File: config.mk
export PLATFORM = sky130hd
export DESIGN_NAME = pulse_rate_meter
export DESIGN_NICKNAME = d
export VERILOG_FILES = /design/src/rtl/prm_pkg.sv /design/src/rtl/prm_edge_sync.sv /design/src/rtl/pulse_rate_meter.sv
export SDC_FILE = /design/constraint.sdc
export NUM_CORES = 1
export LEC_CHECK = 0
export ABC_AREA = 1
export BUFFER_PORTS_ARGS = -buffer_cell sky130_fd_sc_hd__buf_4
export CORE_ASPECT_RATIO = 0.5
export CORE_MARGIN = 8
export CORE_UTILIZATION = 30
export DETAILED_ROUTE_END_ITERATION = 16
export PLACE_DENSITY = 0.5
export SYNTH_ARGS = -nofsm -noshare
export SYNTH_HDL_FRONTEND = slang
export SYNTH_SLANG_ARGS = --single-unit
File: constraint.sdc
create_clock -name clk -period 4.1 [get_ports clk]
set_clock_uncertainty 0.2 [all_clocks]
set_input_delay 0.205 -clock clk [delete_from_list [all_inputs] [get_ports clk]]
set_output_delay 0.205 -clock clk [all_outputs]
set_load 0.02 [all_outputs]
File: src/rtl/prm_pkg.sv
// Shared types and constants for the pulse rate meter (FSM states, edge-count width, BCD limit).
// The optional debounce filter is selected with PRM_DEBOUNCE_EN in prm_edge_sync.
package prm_pkg;

   typedef enum logic [1:0] {
      IDLE  = 2'd0,
      GATE  = 2'd1,
      LATCH = 2'd2
   } state_t;

   localparam int         EDGE_W     = 5;
   localparam logic [3:0] DIGIT_MAX  = 4'd9;
   localparam int         GATE_SHIFT = 10;

   // Clamp a window's edge count to a single BCD digit.
   function automatic logic [3:0] sat_digit(input logic [EDGE_W-1:0] n);
      return (n > EDGE_W'(DIGIT_MAX)) ? DIGIT_MAX : n[3:0];
   endfunction

endpackage

File: src/rtl/prm_edge_sync.sv
// Synchroniser, optional debounce filter (`define PRM_DEBOUNCE_EN) and rising-edge detector
// for the asynchronous pulse pin; emits a one-cycle rise pulse.
module prm_edge_sync #(
   parameter int DEB_CYCLES = 4
) (
   input  logic clk,
   input  logic rst_n,
   input  logic sig_in,
   output logic rise
);

   logic sync_1;
   logic sync_2;
   logic level;
   logic level_prev;

   if (DEB_CYCLES < 1) begin : g_deb_check
      $error("DEB_CYCLES must be at least 1");
   end

   // NOTE: sequential state uses non-blocking assignments so every flop samples pre-edge values.
   always_ff @(posedge clk or negedge rst_n) begin
      if (!rst_n) begin
         sync_1 <= 1'b0;
         sync_2 <= 1'b0;
      end else begin
         sync_1 <= sig_in;
         sync_2 <= sync_1;
      end
   end

`ifdef PRM_DEBOUNCE_EN
   localparam int DEB_W = $clog2(DEB_CYCLES + 1);

   logic [DEB_W-1:0] stable_cnt;

   // Counts consecutive samples that disagree with the filtered level; any agreeing sample restarts it.
   always_ff @(posedge clk or negedge rst_n) begin
      if (!rst_n) begin
         level      <= 1'b0;
         stable_cnt <= '0;
      end else if (sync_2 == level) begin
         stable_cnt <= '0;
      end else if (stable_cnt == DEB_W'(DEB_CYCLES - 1)) begin
         level      <= sync_2;
         stable_cnt <= '0;
      end else begin
         stable_cnt <= stable_cnt + DEB_W'(1);
      end
   end
`else
   assign level = sync_2;
`endif

   always_ff @(posedge clk or negedge rst_n) begin
      if (!rst_n) begin
         level_prev <= 1'b0;
      end else begin
         level_prev <= level;
      end
   end

   assign rise = level & ~level_prev;

endmodule

File: src/rtl/pulse_rate_meter.sv
// Gated pulse counter: counts sig_in rising edges over a programmable window and reports one
// saturated BCD digit plus overflow. Debounce on the input is enabled with PRM_DEBOUNCE_EN.
module pulse_rate_meter
   import prm_pkg::*;
#(
   parameter int               CNT_W      = 24,
   parameter logic [CNT_W-1:0] GATE_COUNT = CNT_W'(10_000_000),
   parameter int               DEB_CYCLES = 4
) (
   input  logic       clk,
   input  logic       rst_n,
   input  logic       sig_in,
   input  logic       en,
   input  logic [7:0] gate_sel,
   output logic [3:0] digit,
   output logic       overflow,
   output logic       meas_valid,
   output logic       busy
);

   state_t             state;
   state_t             state_nxt;
   logic               rise;
   logic [CNT_W-1:0]   compare;
   logic [CNT_W-1:0]   compare_q;
   logic [CNT_W-1:0]   gate_cnt;
   logic [EDGE_W-1:0]  edge_cnt;

   prm_edge_sync #(
      .DEB_CYCLES (DEB_CYCLES)
   ) u_edge_sync (
      .clk    (clk),
      .rst_n  (rst_n),
      .sig_in (sig_in),
      .rise   (rise)
   );

   assign compare = (gate_sel == 8'd0) ? GATE_COUNT : (CNT_W'(gate_sel) << GATE_SHIFT);

   always_ff @(posedge clk or negedge rst_n) begin
      if (!rst_n) begin
         state <= IDLE;
      end else begin
         state <= state_nxt;
      end
   end

   // NOTE: every output of this block gets a default first, so no path can infer a latch.
   always_comb begin
      state_nxt  = state;
      busy       = 1'b0;
      meas_valid = 1'b0;
      case (state)
         IDLE: begin
            if (en) state_nxt = GATE;
         end
         GATE: begin
            busy = 1'b1;
            if (!en)                         state_nxt = IDLE;
            else if (gate_cnt == compare_q)  state_nxt = LATCH;
         end
         LATCH: begin
            busy       = 1'b1;
            meas_valid = 1'b1;
            state_nxt  = en ? GATE : IDLE;
         end
         default: state_nxt = IDLE;
      endcase
   end

   // An edge arriving during LATCH seeds the next window instead of being lost.
   always_ff @(posedge clk or negedge rst_n) begin
      if (!rst_n) begin
         gate_cnt  <= '0;
         edge_cnt  <= '0;
         compare_q <= '0;
         digit     <= '0;
         overflow  <= 1'b0;
      end else begin
         case (state)
            IDLE: begin
               gate_cnt <= '0;
               edge_cnt <= '0;
               if (en) compare_q <= compare;
            end
            GATE: begin
               if (!en) begin
                  gate_cnt <= '0;
                  edge_cnt <= '0;
               end else begin
                  if (rise && (edge_cnt != '1)) edge_cnt <= edge_cnt + EDGE_W'(1);
                  if (gate_cnt != compare_q)    gate_cnt <= gate_cnt + CNT_W'(1);
               end
            end
            LATCH: begin
               digit     <= sat_digit(edge_cnt);
               overflow  <= (edge_cnt > EDGE_W'(DIGIT_MAX));
               gate_cnt  <= '0;
               edge_cnt  <= rise ? EDGE_W'(1) : '0;
               compare_q <= compare;
            end
            default: begin
               gate_cnt <= '0;
               edge_cnt <= '0;
            end
         endcase
      end
   end

endmodule
==> results of run 1 <==
## cell usage in the layout, fill, tap and decap left out, drive strengths merged, types with 2 or more instances in the layout
cell type,Yosys,routed
nor2,56,56
nor3,14,14
o22ai,5,5
buf,1,19
xor2,2,2
ha,9,9
dfrtp,48,48
dlygate4sd3,0,10
nor4,4,4
and2,2,2
clkbuf,2,5
inv,53,53
o21ai,29,29
a21oi,17,17
nand2,91,91
nand4,8,8
bufinv,0,2
a22o,2,2
nand3,24,24
## routing by layer
metal | vias up | part of all wire, %
met2 | 50 | 40
met4 | 0 | 1.1
met5 | - | 0
met3 | 7 | 6.3
li1 | 1266 | -
met1 | 1118 | 53
## logic make-up after synthesis
logic type	after synthesis	share of synthesized area (%)
buf+inv	57	7.93
compound gates	55	10.7
simple gates	200	33.1
xor+xnor	2	0.635
fa+ha+maj	9	4.08
flops	48	43.5
## state kept, by name (all words and copies together), names as in the netlist
signal / flops
digit: 4
edge_cnt: 5
compare_q: 9
overflow: 1
u_edge_sync.level: 1
u_edge_sync.sync_1: 1
state: 2
u_edge_sync.level_prev: 1
gate_cnt: 24
## cells in the mapped netlist (all sizes together)
library cell / number
nand4: 8
nor4: 4
nand2: 91
a21oi: 17
nor3: 14
o22ai: 5
xor2: 2
inv: 53
o21ai: 29
clkbuf: 2
dfrtp: 48
buf: 1
nand3: 24
a21o: 1
or2: 1
a22o: 2
nor2: 56
clkinv: 1
and2: 2
ha: 9
a31oi: 1
## through the flow
| stage | instances | hold slack, ns | util, % |
|---|---|---|---|
| 2_1_floorplan | 371 | -0.291 | - |
| 3_3_place_gp | 504 | 0.0751 | 34.4 |
| 3_5_place_dp | 504 | 0.0756 | 34.4 |
| 4_1_cts | 521 | 0.0138 | 37.6 |
| 5_1_grt | 521 | 0.0845 | 37.6 |
| 6_report | 521 | 0.0149 | 37.6 |
## layout make-up
type	instances	area, um^2	area share [%]
multi-input combinational	266	1340	40.4
sequential	48	1200	36.2
timing repair buffer	29	243	7.32
inverter	54	203	6.11
tap	117	146	4.41
clock buffer	5	125	3.77
clock inverter	2	60.1	1.81
## worst max-delay path: cells and delay by family, from the launching register on
| kind | cells | cell delay [ns] |
|---|---|---|
| AOI/OAI and AO/OA | 3 | 0.60 |
| adders and majority gates | 1 | 0.17 |
| DFF | 1 | 0.41 |
| buffers and inverters | 3 | 0.60 |
| and+or+nand+nor | 1 | 0.15 |
## path summary, 6_finish.rpt
path / startpoint / endpoint / slack [ns] / depth (start not counted)
min: gate_sel[2] / compare_q[12] / 0.01 / 3
max reg2reg: state[1] / edge_cnt[2] / 1.86 / 8
min reg2reg: u_edge_sync.sync_1 / u_edge_sync.level / 0.15 / 0
max in group asynchronous: rst_n / compare_q[17] / 2.99 / 2
min in group asynchronous: rst_n / edge_cnt[3] / 0.27 / 2
max: state[1] / edge_cnt[2] / 1.86 / 8
## power by group
group	internal [uW]	switching, uW	leakage (uW)
registers	551	57.6	0.000637
logic	194	349	0.000768
clock network	346	180	0.0000899
total	1090	587	0.00149
==> impl_metrics.json, run 1 <==
{
  "area_delta_synth_final_pct": 20.2,
  "met3_usage_pct": 3.73,
  "synth_cells": 371,
  "core-area_um2": 8830,
  "io_buffers": 18,
  "row_count": 24,
  "yosys.area.top_type_share_pct": 43.5,
  "synth_nets": 392,
  "synth_seq_cells": 48,
  "use_met1_pct": 17.0,
  "tns_ns": 0,
  "cts-root-buf": "clkbuf_16",
  "grtUsageTotal_pct": 11.8,
  "drive_gt1_share_pct": 10.1,
  "htreeDepth": 2,
  "final.fill_count": 943,
  "clk_pin_slew_ns": 0.07,
  "antennaDiodeCount": 0,
  "slew_headroom_pct": 57.1,
  "crit_chain": "inv_1, ha_1, nand2_1, inv_1, o21ai_1, a21oi_1, a21o_1, inv_1",
  "power.leakage_uw": 0.00149,
  "ir_drop_v": 0.000276,
  "use_met2_pct": 16.1,
  "clkSinkCount": 48,
  "crit_top_cell": "inv_1",
  "setup_slack_ns": 1.86,
  "gp_congestion": 0.805,
  "powerDensity_nw_per_um2": 506,
  "clock_latency_ns": 0.29,
  "cp-start-kind": "flip-flop",
  "drtAntennaViolNets": 0,
  "slowest_delay_ns": 0.48,
  "post-dp-hpwl_mm": 5.33,
  "overflow": 0,
  "fp.dieH_um": 83.8,
  "vias_per_cell": 4.69,
  "cts_tree": "done",
  "slowest_stage": "inv_1",
  "period_needed_ns": 2.24,
  "cts_buffer_depth": 2,
  "cts_hold_buf": 10,
  "post_cts.repair.setup_buffers": 0,
  "synth.distinct_cells": 31,
  "ios": 19,
  "cp.arrival_ns": 2.23,
  "clock.fmax_ghz": 0.446,
  "numCtsBuffers": 5,
  "ys_seq_area_share_pct": 43.5,
  "critical_path_required_ns": 4.09,
  "post_cts.resized_instances": 0,
  "synth_area_leader_cell": "dfrtp_1",
  "grt_max_degree": 49,
  "top_usage_layer": "met1",
  "finalSetupViolations": 0,
  "grt_pass1_vias": 2364,
  "status": "finished clean",
  "antenna_found_initial": 0,
  "drt_iter0_drc": 169,
  "drc": 0,
  "drv_cap": 0,
  "post-route-cell-area_um2": 3320,
  "grt_pass1_wl_mm": 11.8,
  "die-area_um2": 12700,
  "worstMarginPinSlew_ns": 0.643,
  "placed_cell_area_um2": 3030,
  "synthTopCellsByArea": "dfrtp_1 (44%), nand2_1 (12%), inv_1 (7.2%)",
  "first_pass_iters": 5,
  "critPathKind": "reg2reg",
  "avgSynthCellArea_um2": 7.44,
  "slew_violations": 0,
  "wirelength_mm": 7.12,
  "cp_max_fo": 21,
  "rsz0062_at_grt": "false",
  "hold_class": "in2reg",
  "cp-end-kind": "flip-flop",
  "start_util_pct": 31.3,
  "p_total_uw": 1680,
  "fin_nets": 425,
  "pre_cts_slack_ns": 1.84,
  "hold_violations": 0,
  "ys_warn_count": 0,
  "synth_area_um2": 2760,
  "post-route-period-util_pct": 54.7,
  "via_count": 2441,
  "die_w_um": 152,
  "post_drt_wl_per_cell_um": 13.7
}
Note: power is estimated with default switching activity, not from simulation.
==> run 2: changes to the inputs <==
==> constraint.sdc (replaced) <==
create_clock -name clk -period 2.25 [get_ports clk]
set_clock_uncertainty 0.2 [all_clocks]
set_input_delay 0.1125 -clock clk [delete_from_list [all_inputs] [get_ports clk]]
set_output_delay 0.1125 -clock clk [all_outputs]
set_load 0.02 [all_outputs]
==> run 2 against run 1 <==
Against the previous run: power rose by 74%; routed wire length up 4.1%; worst setup slack lost 1.6 ns; via count down 0.29%; sequential power up 83%; clock-buffer cell count increased by 3; first-iteration DRC count is 3.0% higher; clock power up 48%; register-to-register slack lost 1.6 ns; core utilization shrank 0.071 points; combinational power is 90% higher; critical path type unchanged; largest power group unchanged.
==> impl_metrics.json, run 2 (synthesis results as in run 1) <==
{
  "status": "finished clean",
  "grt_pass1_wl_mm": 12.5,
  "final_cell_mix": "nand2_1 (87), inv_1 (53), nor2_1 (52)",
  "area_delta_synth_final_pct": 20.0,
  "die-area_um2": 12700,
  "wirelength_mm": 7.41,
  "ir_drop_v": 0.000363,
  "grt_max_degree": 49,
  "slew_headroom_pct": 57.2,
  "htreeDepth": 2,
  "ios": 19,
  "rsz0062_at_grt": "false",
  "cts_buffer_depth": 2,
  "dp.cells": 507,
  "tns_ns": 0,
  "first_pass_iters": 4,
  "vias_per_cell": 4.63,
  "worstMarginPinSlew_ns": 0.642,
  "clock.fmax_ghz": 0.501,
  "critPathKind": "reg2reg",
  "fin_nets": 429,
  "via_count": 2434,
  "overflow": 0,
  "fp.dieH_um": 83.8,
  "numCtsBuffers": 5,
  "crit_top_cell": "nand2_2",
  "post_cts.resized_instances": 0,
  "post-dp-hpwl_mm": 5.46,
  "cts-root-buf": "clkbuf_16",
  "instances_no_fill": 526,
  "crit_chain": "ha_1, nand3_2, nor2_2, nand2_2, nor2_4, nand2_2, nor3_1, nor3_2",
  "top_register": "gate_cnt",
  "finalSetupViolations": 0,
  "row_count": 24,
  "start_util_pct": 31.3,
  "clkSinkCount": 48,
  "drive_gt1_share_pct": 10.5,
  "placed_cell_area_um2": 3060,
  "hold_violations": 0,
  "grt_pass1_vias": 2458,
  "gp_congestion": 0.839,
  "slew_violations": 0,
  "powerDensity_nw_per_um2": 881,
  "cp_max_fo": 6,
  "top_regs": "gate_cnt (24), compare_q (9), edge_cnt (5)",
  "slowest_delay_ns": 0.45,
  "antenna_found_initial": 0,
  "io_buffers": 18,
  "largest_reg_flops": 24,
  "grtUsageTotal_pct": 12.4,
  "antennaDiodeCount": 0,
  "post-route-cell-area_um2": 3310,
  "hold_class": "reg2reg",
  "drc": 0,
  "critical_path_required_ns": 2.23,
  "period_needed_ns": 2.00,
  "clock_latency_ns": 0.30,
  "post_drt_wl_per_cell_um": 14.1,
  "die_w_um": 152,
  "slowest_stage": "dfrtp_1",
  "final_core_util_pct": 37.5,
  "cp-start-kind": "flip-flop",
  "drt_iter0_drc": 174,
  "cp.arrival_ns": 1.98,
  "core-area_um2": 8830,
  "power.leakage_uw": 0.00150,
  "drtAntennaViolNets": 0,
  "clk_pin_slew_ns": 0.07,
  "layout_commonest_cell": "nand2_1",
  "cp-end-kind": "flip-flop",
  "drv_cap": 0,
  "post-route-period-util_pct": 88.8,
  "cts_tree": "done"
}
run 2: cell count changes in the layout (fill, tap and decap cells not counted):
cell           previous run  this run
clkbuf_8                  0         1
dlygate4sd3_1            10        11
buf_4                    19        22
clkbuf_1                  0         2
bufinv_16                 2         0
run 2: path summary, 6_finish.rpt:
check                      slack (ns)  cells past startpoint                 end          startpoint
min                              0.15                      0   u_edge_sync.level  u_edge_sync.sync_1
min reg2reg                      0.15                      0   u_edge_sync.level  u_edge_sync.sync_1
max in group asynchronous        1.23                      2       compare_q[10]               rst_n
min in group asynchronous        0.19                      2  u_edge_sync.sync_1               rst_n
max                              0.25                      8        gate_cnt[16]         gate_cnt[0]
max reg2reg                      0.25                      8        gate_cnt[16]         gate_cnt[0]
run 2: what timing repair did:
action / CTS / global route
setup buffers: 0 / 0
hold buffers: 11 / 0
hold endpoints to repair: 63 / 0
run 2: stage by stage:
| stage | power [uW] | hold WS (ns) | setup WS [ns] |
|---|---|---|---|
| after floorplan | 1780 | -0.383 | 0.409 |
| after global placement | 2150 | -0.0140 | 0.234 |
| after detailed placement | 2140 | -0.00966 | 0.233 |
| after CTS | 2950 | 0.149 | 0.228 |
| after global routing | 3170 | 0.159 | 0.00558 |
| final | 2920 | 0.149 | 0.253 |
run 2: final cells by class:
type	instances	area (um^2)
Clock buffer	8	146
Fill cell	946	5520
Timing Repair Buffer	33	275
Tap cell	117	146
Inverter	54	203
Multi-Input combinational cell	266	1340
Sequential cell	48	1200
run 2: worst max-delay path, delay by kind of cell (launching register included):
| kind | cells | cell delay [ns] |
|---|---|---|
| flops | 1 | 0.45 |
| simple gates | 7 | 0.95 |
| fa+ha+maj | 1 | 0.29 |
run 2: power breakdown:
group	switching [uW]	total, uW	leakage (uW)	internal [uW]
sequential	107	1110	0.000637	1000
clock	334	779	0.0000712	445
combinational	652	1030	0.000787	376
total	1090	2920	0.00150	1820
run 2: per-layer routing:
layer / wire (um) / vias to the layer above / GRT usage [%]
met1: 3850 / 1103 / 18.3
met5: 0 / - / 0
met2: 3010 / 50 / 17.3
met3: 478 / 7 / 3.03
met4: 72 / 0 / 3.45
li1: - / 1274 / -
